<file path="config.mk">
export PLATFORM = sky130hd
export DESIGN_NAME = fanin_8to1_arb
export DESIGN_NICKNAME = d
export VERILOG_FILES = /design/src/rtl/fanin_8to1_arb.sv
export SDC_FILE = /design/constraint.sdc
export NUM_CORES = 1
export LEC_CHECK = 0
export ABC_AREA = 1
export BUFFER_PORTS_ARGS = -buffer_cell sky130_fd_sc_hd__buf_4
export CAP_MARGIN = 20
export CORE_MARGIN = 2
export CORE_UTILIZATION = 49
export DETAILED_ROUTE_END_ITERATION = 8
export GPL_ROUTABILITY_DRIVEN = 1
export HOLD_SLACK_MARGIN = 0.06
export PLACE_DENSITY = 0.87
export SLEW_MARGIN = 20
export SYNTH_ARGS = -nofsm -noshare
export SYNTH_HDL_FRONTEND = slang
export SYNTH_SLANG_ARGS = --single-unit
export TNS_END_PERCENT = 50
</file>
<file path="constraint.sdc">
create_clock -name clk -period 3.5 [get_ports clk]
set_clock_uncertainty 0.1 [all_clocks]
set_input_delay 0.175 -clock clk [delete_from_list [all_inputs] [get_ports clk]]
set_output_delay 0.175 -clock clk [all_outputs]
set_load 0.005 [all_outputs]
</file>
<file path="src/rtl/fanin_8to1_arb.sv">
// Eight-way round-robin fan-in: grants one requester per cycle into a single
// output register tagged with the winning source index.
module fanin_8to1_arb #(
  parameter int W = 8
) (
  input  logic           clk,
  input  logic           rst,
  input  logic [7:0]     in_valid,
  input  logic [8*W-1:0] in_data,
  output logic [7:0]     in_ready,
  output logic           out_valid,
  output logic [W-1:0]   out_data,
  output logic [2:0]     out_src,
  input  logic           out_ready
);

  // Handshake: a word moves on any edge where valid and ready are both high on
  // the same side; in_ready is at most one-hot and out_valid never waits on
  // out_ready.
  logic [2:0] ptr;
  logic       cap_en;
  logic       found;
  logic [2:0] winner;
  logic [2:0] idx;

  always_comb begin
    cap_en = !out_valid || out_ready;
    found  = 1'b0;
    winner = ptr;
    idx    = ptr;
    // Scan starts at ptr; 3-bit addition supplies the 7->0 wrap.
    for (int k = 0; k < 8; k++) begin
      idx = ptr + 3'(k);
      if (!found && in_valid[idx]) begin
        found  = 1'b1;
        winner = idx;
      end
    end
    in_ready = '0;
    if (cap_en && found && !rst) in_ready[winner] = 1'b1;
  end

  always_ff @(posedge clk) begin
    if (rst) begin
      out_valid <= 1'b0;
      out_data  <= '0;
      out_src   <= '0;
      ptr       <= '0;
    end else if (cap_en) begin
      if (found) begin
        out_valid <= 1'b1;
        out_data  <= in_data[winner*W +: W];
        out_src   <= winner;
        ptr       <= winner + 3'd1;
      end else begin
        out_valid <= 1'b0;
      end
    end
  end

endmodule
</file>
==> impl_metrics.json, run 1 <==
{
  "syn_nets": 499,
  "syn2layout_area_growth_pct": 41.2,
  "worstSetupPathDepth": 13,
  "grt_pass1_wl_um": 11100,
  "r2r-end": "ptr[0]$_SDFFE_PP0P_",
  "finalSetupViolations": 0,
  "cp_num_buf_inv": 3,
  "period_share": 0.926,
  "n_fill_cell": 394,
  "synth.distinct_cells": 29,
  "reg2reg_slack_ns": 0.51,
  "ys_top_cells_by_count": "222 x nand2_1, 62 x nand3_1, 23 x inv_1, 20 x nor2_1, 15 x dfxtp_1",
  "slew_violations": 0,
  "netlist_area_um2": 2170,
  "fmax_mhz": 309,
  "cap_violations": 0,
  "drive_above_1_share": 0.288,
  "antenna_found_initial": 0,
  "yosysMostFrequentCell": "nand2_1",
  "start_kind": "flop",
  "syn_inst": 422,
  "setup_slack_ns": 0.260,
  "synth_warnings": 0,
  "clk-insertion-delay-late_ns": 0.25,
  "dp_cells": 559,
  "num_antenna_cells": 0,
  "layout_min_cycle_time_ns": 3.24,
  "cts_buffers": 3,
  "synthArstFlopShare": 0,
  "hold_viol": 0,
  "dr.pass1.iters": 4,
  "grt_max_degree": 35,
  "hpwl_um": 5460,
  "place_ws_ns": 0.266,
  "synth_edf_count": 0,
  "cpPeakStageDelay_ns": 0.44,
  "reg2reg_from": "ptr[1]$_SDFFE_PP0P_",
  "reg2reg_depth": 15,
  "endpoint": "in_ready[6]",
  "port_buffers": 94,
  "gr-usage-all-layers": 0.267,
  "io_pins": 95,
  "arrival_ns": 2.97,
  "die_h_um": 70.5,
  "worst_path_max_delay_cell": "ha_2",
  "wl_um": 7000,
  "worst_pin_slew_ns": 0.364,
  "dieWidth_um": 70.5,
  "syn_avg_cell_area_um2": 5.14,
  "start_util": 0.502,
  "required_ns": 3.22,
  "root_buffer": "clkbuf_8",
  "whs_path_depth": 4,
  "hold_path.class": "in -> reg",
  "rows": 24,
  "ys_seq_area_frac": 0.138,
  "cts_tree": "done",
  "htree_levels": 1,
  "layout.nets": 599,
  "fp.coreArea_um2": 4320,
  "clkTransAtPathRegs_ns": 0.06,
  "die-area_um2": 4980,
  "status": "finished, final reports clean",
  "yosysTopAreaCell": "nand2_1",
  "wire_per_inst_um": 12.2,
  "fin_cells": 573,
  "drtIter0Drc": 123,
  "ant_nets": 0,
  "via_per_inst": 5.19,
  "critical_path_class": "reg -> out",
  "routabilityCongestion": 0.916,
  "max_slew_margin": 0.756,
  "worstSetupStartpoint": "ptr[1]$_SDFFE_PP0P_",
  "synth-seq-cells": 15,
  "synth_top_area_frac": 0.384,
  "synth-main-ff-cell": "dfxtp_1",
  "cts_hold_buf": 0,
  "path_max_fanout": 9,
  "critPathCaptureType": "output port",
  "cpLargestDelayFamily": "simple AND/OR/NAND/NOR gates",
  "crit_chain": "inv_2, ha_2, inv_2, nand3_1, nand2_1, o21bai_2, nor2_4, nand3_1, o21ai_1, nor2_2, nand2_1, nor3_1, buf_4",
  "grt_pass1_vias": 2738,
  "final.setup.tns_ns": 0,
  "clockBufferDepth": 2,
  "cts_sinks": 15,
  "drc": 0,
  "vias": 2975,
  "grt_overflow_total": 0,
  "synth_area_leaders": "nand2_1 38%, nand3_1 14%, dfxtp_1 14%"
}
[registers in the layout (all words and copies together), names as in the netlist]
register and count:
out_valid 1, out_data 8, ptr 3, out_src 3
[worst min-delay path by stage]
stage | end | start | slack, ns
3_5_place_dp | out_src[0]$_SDFFE_PP0P_ | out_src[0]$_SDFFE_PP0P_ | 0.34
4_1_cts | out_data[4]$_SDFFE_PP0P_ | rst | 0.10
6_report | out_data[7]$_SDFFE_PP0P_ | rst | 0.11
5_1_grt | out_data[7]$_SDFFE_PP0P_ | rst | 0.12
2_1_floorplan | out_data[4]$_SDFFE_PP0P_ | rst | 0.22
3_3_place_gp | out_src[0]$_SDFFE_PP0P_ | out_src[0]$_SDFFE_PP0P_ | 0.34
[cell families after synthesis]
family / share of synthesized area
compound gates: 0.0421
simple gates: 0.689
flops: 0.138
fa+ha+maj: 0.0115
xor+xnor: 0.00808
buf+inv: 0.111
[cells in the final DEF (no fill, tap or decap), drive strengths merged]
cell / n
clkbuf: 3
o21bai: 1
ha: 2
dfxtp: 15
clkinvlp: 1
o21ai: 11
buf: 108
a21oi: 1
clkinv: 1
nand2: 237
inv: 32
o21a: 1
xor2: 2
nand4: 12
a31oi: 2
nand3: 66
nor2: 24
nor3: 2
[stage by stage]
stage	area, µm²	utilization	hold slack, ns
after floorplan	2170	-	0.223
after global placement	2870	0.663	0.340
after detailed placement	2870	0.663	0.342
after CTS	2920	0.675	0.102
after global routing	3060	0.709	0.123
final	3060	0.709	0.111
[layer usage]
metal	wire length [µm]	vias to the layer above	global-route usage
li1	-	1535	-
met1	2730	1292	0.292
met2	3570	127	0.509
met3	484	21	0.0370
met4	224	0	0.119
met5	0	-	0
[worst register-to-register path: cells and delay by family, from the launching register on]
family,cells,cell delay (ns)
simple gates,8,1.21
compound gates,2,0.33
buf+inv,4,0.57
fa+ha+maj,1,0.35
flops,1,0.37
[layout make-up]
| class | count | area (µm²) | share of cell area |
|---|---|---|---|
| clock buffer | 3 | 41.3 | 0.0135 |
| clock inverter | 1 | 5.00 | 0.00163 |
| inverter | 33 | 130 | 0.0425 |
| multi-input combinational | 361 | 1700 | 0.556 |
| sequential | 15 | 300 | 0.0980 |
| tap | 52 | 65.1 | 0.0212 |
| timing repair buffer | 108 | 818 | 0.267 |
[repair_timing]
action	in CTS	in global routing
setup endpoints to repair	1	14
cloned	0	2
setup buffers	0	8
gates resized for setup	1	13
pin swaps	0	5
Power of run 1 is left out: the tool's default activity adds up to more than one toggle a clock period on the data nets, which glitch-free logic cannot reach.
==> inputs of run 2 (changes only) <==
--- a/config.mk
+++ b/config.mk
@@ -8,11 +8,13 @@
 export ABC_AREA = 1
 export BUFFER_PORTS_ARGS = -buffer_cell sky130_fd_sc_hd__buf_4
 export CAP_MARGIN = 20
+export CORE_ASPECT_RATIO = 0.75
 export CORE_MARGIN = 2
 export CORE_UTILIZATION = 49
 export DETAILED_ROUTE_END_ITERATION = 8
 export GPL_ROUTABILITY_DRIVEN = 1
 export HOLD_SLACK_MARGIN = 0.06
+export MAX_ROUTING_LAYER = met4
 export PLACE_DENSITY = 0.87
 export SLEW_MARGIN = 20
 export SYNTH_ARGS = -nofsm -noshare
==> run 2 against run 1 <==
  * Cell count rose by 0.35%
  * Via count rose by 1.9%
  * Register-to-register slack got worse by 0.02 ns
  * Fmax decreased by 1.1%
  * First-iteration DRC count increased by 110%
  * Wire length grew 8.5%
  * Setup slack worse by 0.037 ns
  * Hold slack better by 0.033 ns
  * Clock-buffer cell count increased by 1
  * Core utilization grew 2.0 points
  * Critical path depth is 4 higher
  * Global-route usage rose by 4.1 points
==> impl_metrics.json, run 2 (same netlist as run 1, synthesis figures left out) <==
{
  "wl_um": 7600,
  "hold_viol": 0,
  "grt_pass1_vias": 2517,
  "critical_path_class": "reg -> out",
  "num_antenna_cells": 0,
  "cts_hold_buf": 0,
  "arrival_ns": 3.00,
  "max_slew_margin": 0.760,
  "drtIter0Drc": 258,
  "slew_violations": 0,
  "io_pins": 95,
  "wire_per_inst_um": 13.2,
  "cts_sinks": 15,
  "n_fill_cell": 396,
  "required_ns": 3.22,
  "cap_violations": 0,
  "worst_pin_slew_ns": 0.359,
  "layout.nets": 598,
  "antenna_found_initial": 0,
  "fp.coreArea_um2": 4150,
  "die-area_um2": 4980,
  "path_max_fanout": 11,
  "ant_nets": 0,
  "grt_pass1_wl_um": 11600,
  "cts_buffers": 3,
  "gr-usage-all-layers": 0.308,
  "clkTransAtPathRegs_ns": 0.06,
  "cts_tree": "done",
  "hpwl_um": 6300,
  "die_h_um": 61.6,
  "period_share": 0.936,
  "top_regs": "out_data: 8 flops, out_src: 3 flops, ptr: 3 flops",
  "grt_overflow_total": 0,
  "whs_path_depth": 4,
  "layout_min_cycle_time_ns": 3.28,
  "clockBufferDepth": 2,
  "clk-insertion-delay-late_ns": 0.25,
  "root_buffer": "clkbuf_8",
  "final.setup.tns_ns": 0,
  "critPathCaptureType": "output port",
  "grt_max_degree": 35,
  "drc": 0,
  "final_common_cell": "nand2_1",
  "max_flop_register": "out_data",
  "vias": 3032,
  "finalSetupViolations": 0,
  "port_buffers": 94,
  "htree_levels": 1,
  "syn2layout_area_growth_pct": 39.6,
  "via_per_inst": 5.27,
  "status": "finished, final reports clean",
  "drive_above_1_share": 0.292,
  "dr.pass1.iters": 5,
  "fmax_mhz": 305,
  "dieWidth_um": 80.8,
  "rsz0062_at_grt": "false",
  "largest_register_ffs": 8,
  "routabilityCongestion": 0.979,
  "rows": 20,
  "layout_common_cells": "220 x nand2_1, 109 x buf_4, 61 x nand3_1, 22 x inv_1, 20 x nor2_1",
  "hold_path.class": "in -> reg",
  "start_kind": "flop",
  "start_util": 0.522,
  "reg2reg_depth": 15
}
==> run 2: metal layers <==
metal | wire [µm] | track usage | vias up
li1 | - | - | 1541
met1 | 3560 | 0.470 | 1329
met2 | 3170 | 0.417 | 156
met3 | 776 | 0.0528 | 6
met4 | 91 | 0.0605 | 0
met5 | 0 | - | -
==> run 2: final cells by class <==
cell class	count	area, µm²	area share
repair buffers	109	818	0.270
well taps	55	68.8	0.0227
inverters	33	126	0.0417
flip-flops and latches	15	302	0.0996
multi-input cells	359	1670	0.551
clock buffers	4	45.0	0.0149
==> run 2: path summary, 6_finish.rpt <==
kind	start	to	slack [ns]
setup / recovery	ptr[0]$_SDFFE_PP0P_	in_ready[6]	0.22
hold / removal	rst	out_data[7]$_SDFFE_PP0P_	0.14
setup reg to reg	ptr[0]$_SDFFE_PP0P_	ptr[2]$_SDFFE_PP0P_	0.49
hold reg to reg	out_src[0]$_SDFFE_PP0P_	out_src[0]$_SDFFE_PP0P_	0.36
==> run 2: through the flow <==
step / hold slack [ns] / util / std cells / area [µm²] / worst slack (ns)
after floorplan: 0.223 / - / 422 / 2170 / 0.705
after global placement: 0.334 / 0.699 / 566 / 2900 / 0.453
after detailed placement: 0.350 / 0.699 / 566 / 2900 / 0.363
after CTS: 0.124 / 0.710 / 570 / 2950 / 0.0895
after global routing: 0.158 / 0.729 / 575 / 3030 / 0.0143
final: 0.144 / 0.729 / 575 / 3030 / 0.222
==> run 2: repair_timing <==
| item | 4_1_cts | 5_1_grt |
|---|---|---|
| buffers inserted | 0 | 5 |
| endpoints found under the setup margin | 0 | 8 |
| gates resized for setup | 0 | 12 |
==> run 2: critical path, cell delays in order (launching register included) <==
cell and delay, ns:
dfxtp_1 0.38, inv_2 0.06, ha_2 0.35, inv_2 0.13
nand3_1 0.11, nand3_1 0.10, nand2_2 0.10, nor2_2 0.18
nand4_2 0.12, nor2_4 0.20, nand3_4 0.12, nand2_1 0.10
inv_2 0.05, nand2_4 0.11, nand2_4 0.09, buf_4 0.19
nor3_1 0.23, buf_4 0.15
Power of run 2 is left out for the same reason.
==> inputs of run 3 (changes only) <==
--- a/config.mk
+++ b/config.mk
@@ -13,6 +13,7 @@
 export CORE_UTILIZATION = 49
 export DETAILED_ROUTE_END_ITERATION = 8
 export GPL_ROUTABILITY_DRIVEN = 1
+export GPL_TIMING_DRIVEN = 0
 export HOLD_SLACK_MARGIN = 0.06
 export MAX_ROUTING_LAYER = met4
 export PLACE_DENSITY = 0.87
==> run 3 against run 2 <==
  * Die area did not move
  * Register-to-register slack worse by 0.13 ns
  * Critical path depth increased by 2
  * Non-clock buffer count rose by 3
  * Global-route usage decreased by 0.77 points
  * Setup slack got worse by 0.066 ns
  * Clock-buffer cell count shrank 1
  * Sequential share of layout area is 0.13 points lower
  * Sequential cell count stayed put
  * Core utilization rose by 1.6 points
  * Cell count increased by 0.52%
  * Fmax down 2.0%
==> impl_metrics.json, run 3 (same netlist as run 1, synthesis figures left out) <==
{
  "status": "finished, final reports clean",
  "wl_um": 7560,
  "top_regs": "out_data: 8 flops, out_src: 3 flops, ptr: 3 flops",
  "vias": 3003,
  "cts_tree": "done",
  "drc": 0,
  "clockBufferDepth": 2,
  "routabilityCongestion": 1.03,
  "htree_levels": 1,
  "antenna_found_initial": 0,
  "grt_max_degree": 11,
  "dr.pass1.iters": 5,
  "start_kind": "flop",
  "critPathCaptureType": "output port",
  "ant_nets": 0,
  "cpLargestDelayFamily": "simple AND/OR/NAND/NOR gates",
  "setup_slack_ns": 0.157,
  "cts_buffers": 3,
  "cp_num_buf_inv": 6,
  "hpwl_um": 6090,
  "die-area_um2": 4980,
  "grt_overflow_total": 0,
  "largest_register_ffs": 8,
  "max_flop_register": "out_data",
  "crit_chain": "buf_6, inv_2, ha_4, nand3_1, nand3_1, nand2_2, nor2_4, nand4_2, nor2_4, nand3_4, nand2_1, inv_2, nand2_4, nand2_4, inv_2, buf_6, nand2_1, nor2_1, buf_4",
  "reg2reg_from": "ptr[1]$_SDFFE_PP0P_",
  "cpPeakStageDelay_ns": 0.36,
  "rows": 20,
  "reg2reg_slack_ns": 0.36,
  "place_ws_ns": 0.0264,
  "drive_above_1_share": 0.294,
  "max_slew_margin": 0.677,
  "clk-insertion-delay-late_ns": 0.25,
  "drtIter0Drc": 280,
  "gr-usage-all-layers": 0.300,
  "clkTransAtPathRegs_ns": 0.07,
  "grt_pass1_vias": 2462,
  "num_antenna_cells": 0,
  "layout.nets": 601,
  "worst_path_max_delay_cell": "dfxtp_1",
  "crit_top_cell": "inv_2",
  "via_per_inst": 5.20,
  "die_h_um": 61.6,
  "wire_per_inst_um": 13.1,
  "period_share": 0.955,
  "hold_path.class": "in -> reg",
  "critical_path_class": "reg -> out",
  "path_max_fanout": 10,
  "slew_violations": 0,
  "final_common_cell": "nand2_1",
  "start_util": 0.522,
  "layout_common_cells": "222 x nand2_1, 102 x buf_4, 62 x nand3_1, 22 x inv_1, 20 x nor2_1",
  "grt_pass1_wl_um": 11200,
  "io_pins": 95,
  "layout_min_cycle_time_ns": 3.34,
  "n_fill_cell": 373,
  "arrival_ns": 3.07,
  "fin_util": 0.745,
  "fp.coreArea_um2": 4150,
  "syn2layout_area_growth_pct": 42.6,
  "fmax_mhz": 299,
  "hold_viol": 0,
  "r2r-end": "out_data[4]$_SDFFE_PP0P_",
  "reg2reg_depth": 17,
  "hold_start": "rst",
  "required_ns": 3.22,
  "dieWidth_um": 80.8,
  "worst_pin_slew_ns": 0.484,
  "cap_violations": 0,
  "root_buffer": "clkbuf_8",
  "port_buffers": 94,
  "holdPathEnd": "out_data[4]$_SDFFE_PP0P_",
  "cts_hold_buf": 0,
  "cts_sinks": 15,
  "finalSetupViolations": 0,
  "whs_path_depth": 4
}
run 3: layer usage:
metal  wire length [µm]  track usage  vias up
li1                   -            -     1547
met1               3510        0.427     1299
met2               3230        0.439      145
met3                746       0.0572       12
met4                 78       0.0678        0
met5                  0            -        -
run 3: worst max-delay path by stage:
stage                                   start                  endpoint  cells after the start
after global placement    ptr[1]$_SDFFE_PP0P_               in_ready[0]                     14
final                     ptr[1]$_SDFFE_PP0P_               in_ready[2]                     19
after floorplan           ptr[1]$_SDFFE_PP0P_               in_ready[0]                     17
after global routing      ptr[1]$_SDFFE_PP0P_               in_ready[0]                     11
after CTS                 ptr[1]$_SDFFE_PP0P_               in_ready[7]                     19
after detailed placement  ptr[1]$_SDFFE_PP0P_  out_data[0]$_SDFFE_PP0P_                     16
run 3: per-stage QoR:
stage / TNS [ns] / area [µm²] / cells / hold slack (ns)
floorplan: 0 / 2170 / 422 / 0.223
global placement: 0 / 2940 / 571 / 0.336
detailed placement: 0 / 2940 / 571 / 0.349
CTS: 0 / 3000 / 575 / 0.130
global route: -0.0468 / 3090 / 578 / 0.138
finish: 0 / 3090 / 578 / 0.133
run 3: final cells by class:
| cell class | count | area (µm²) | share of cell area |
|---|---|---|---|
| multi-input cells | 359 | 1690 | 0.547 |
| repair buffers | 97 | 728 | 0.235 |
| flip-flops and latches | 15 | 304 | 0.0983 |
| clock inverters | 1 | 5.00 | 0.00162 |
| clock buffers | 3 | 41.3 | 0.0133 |
| inverters | 33 | 130 | 0.0421 |
| plain buffers | 15 | 125 | 0.0405 |
| well taps | 55 | 68.8 | 0.0222 |
run 3: timing repair:
item                                    CTS  global route
resized for setup                         5            15
pin swaps                                 0             3
buffers inserted                          0             3
endpoints found under the setup margin   10            13
endpoints found under the hold margin     0             0
run 3: worst min-delay path: cells and delay by family:
family | cells | cell delay [ns]
and+or+nand+nor | 2 | 0.10
buffers and inverters | 2 | 0.15
Power of run 3 is left out for the same reason.
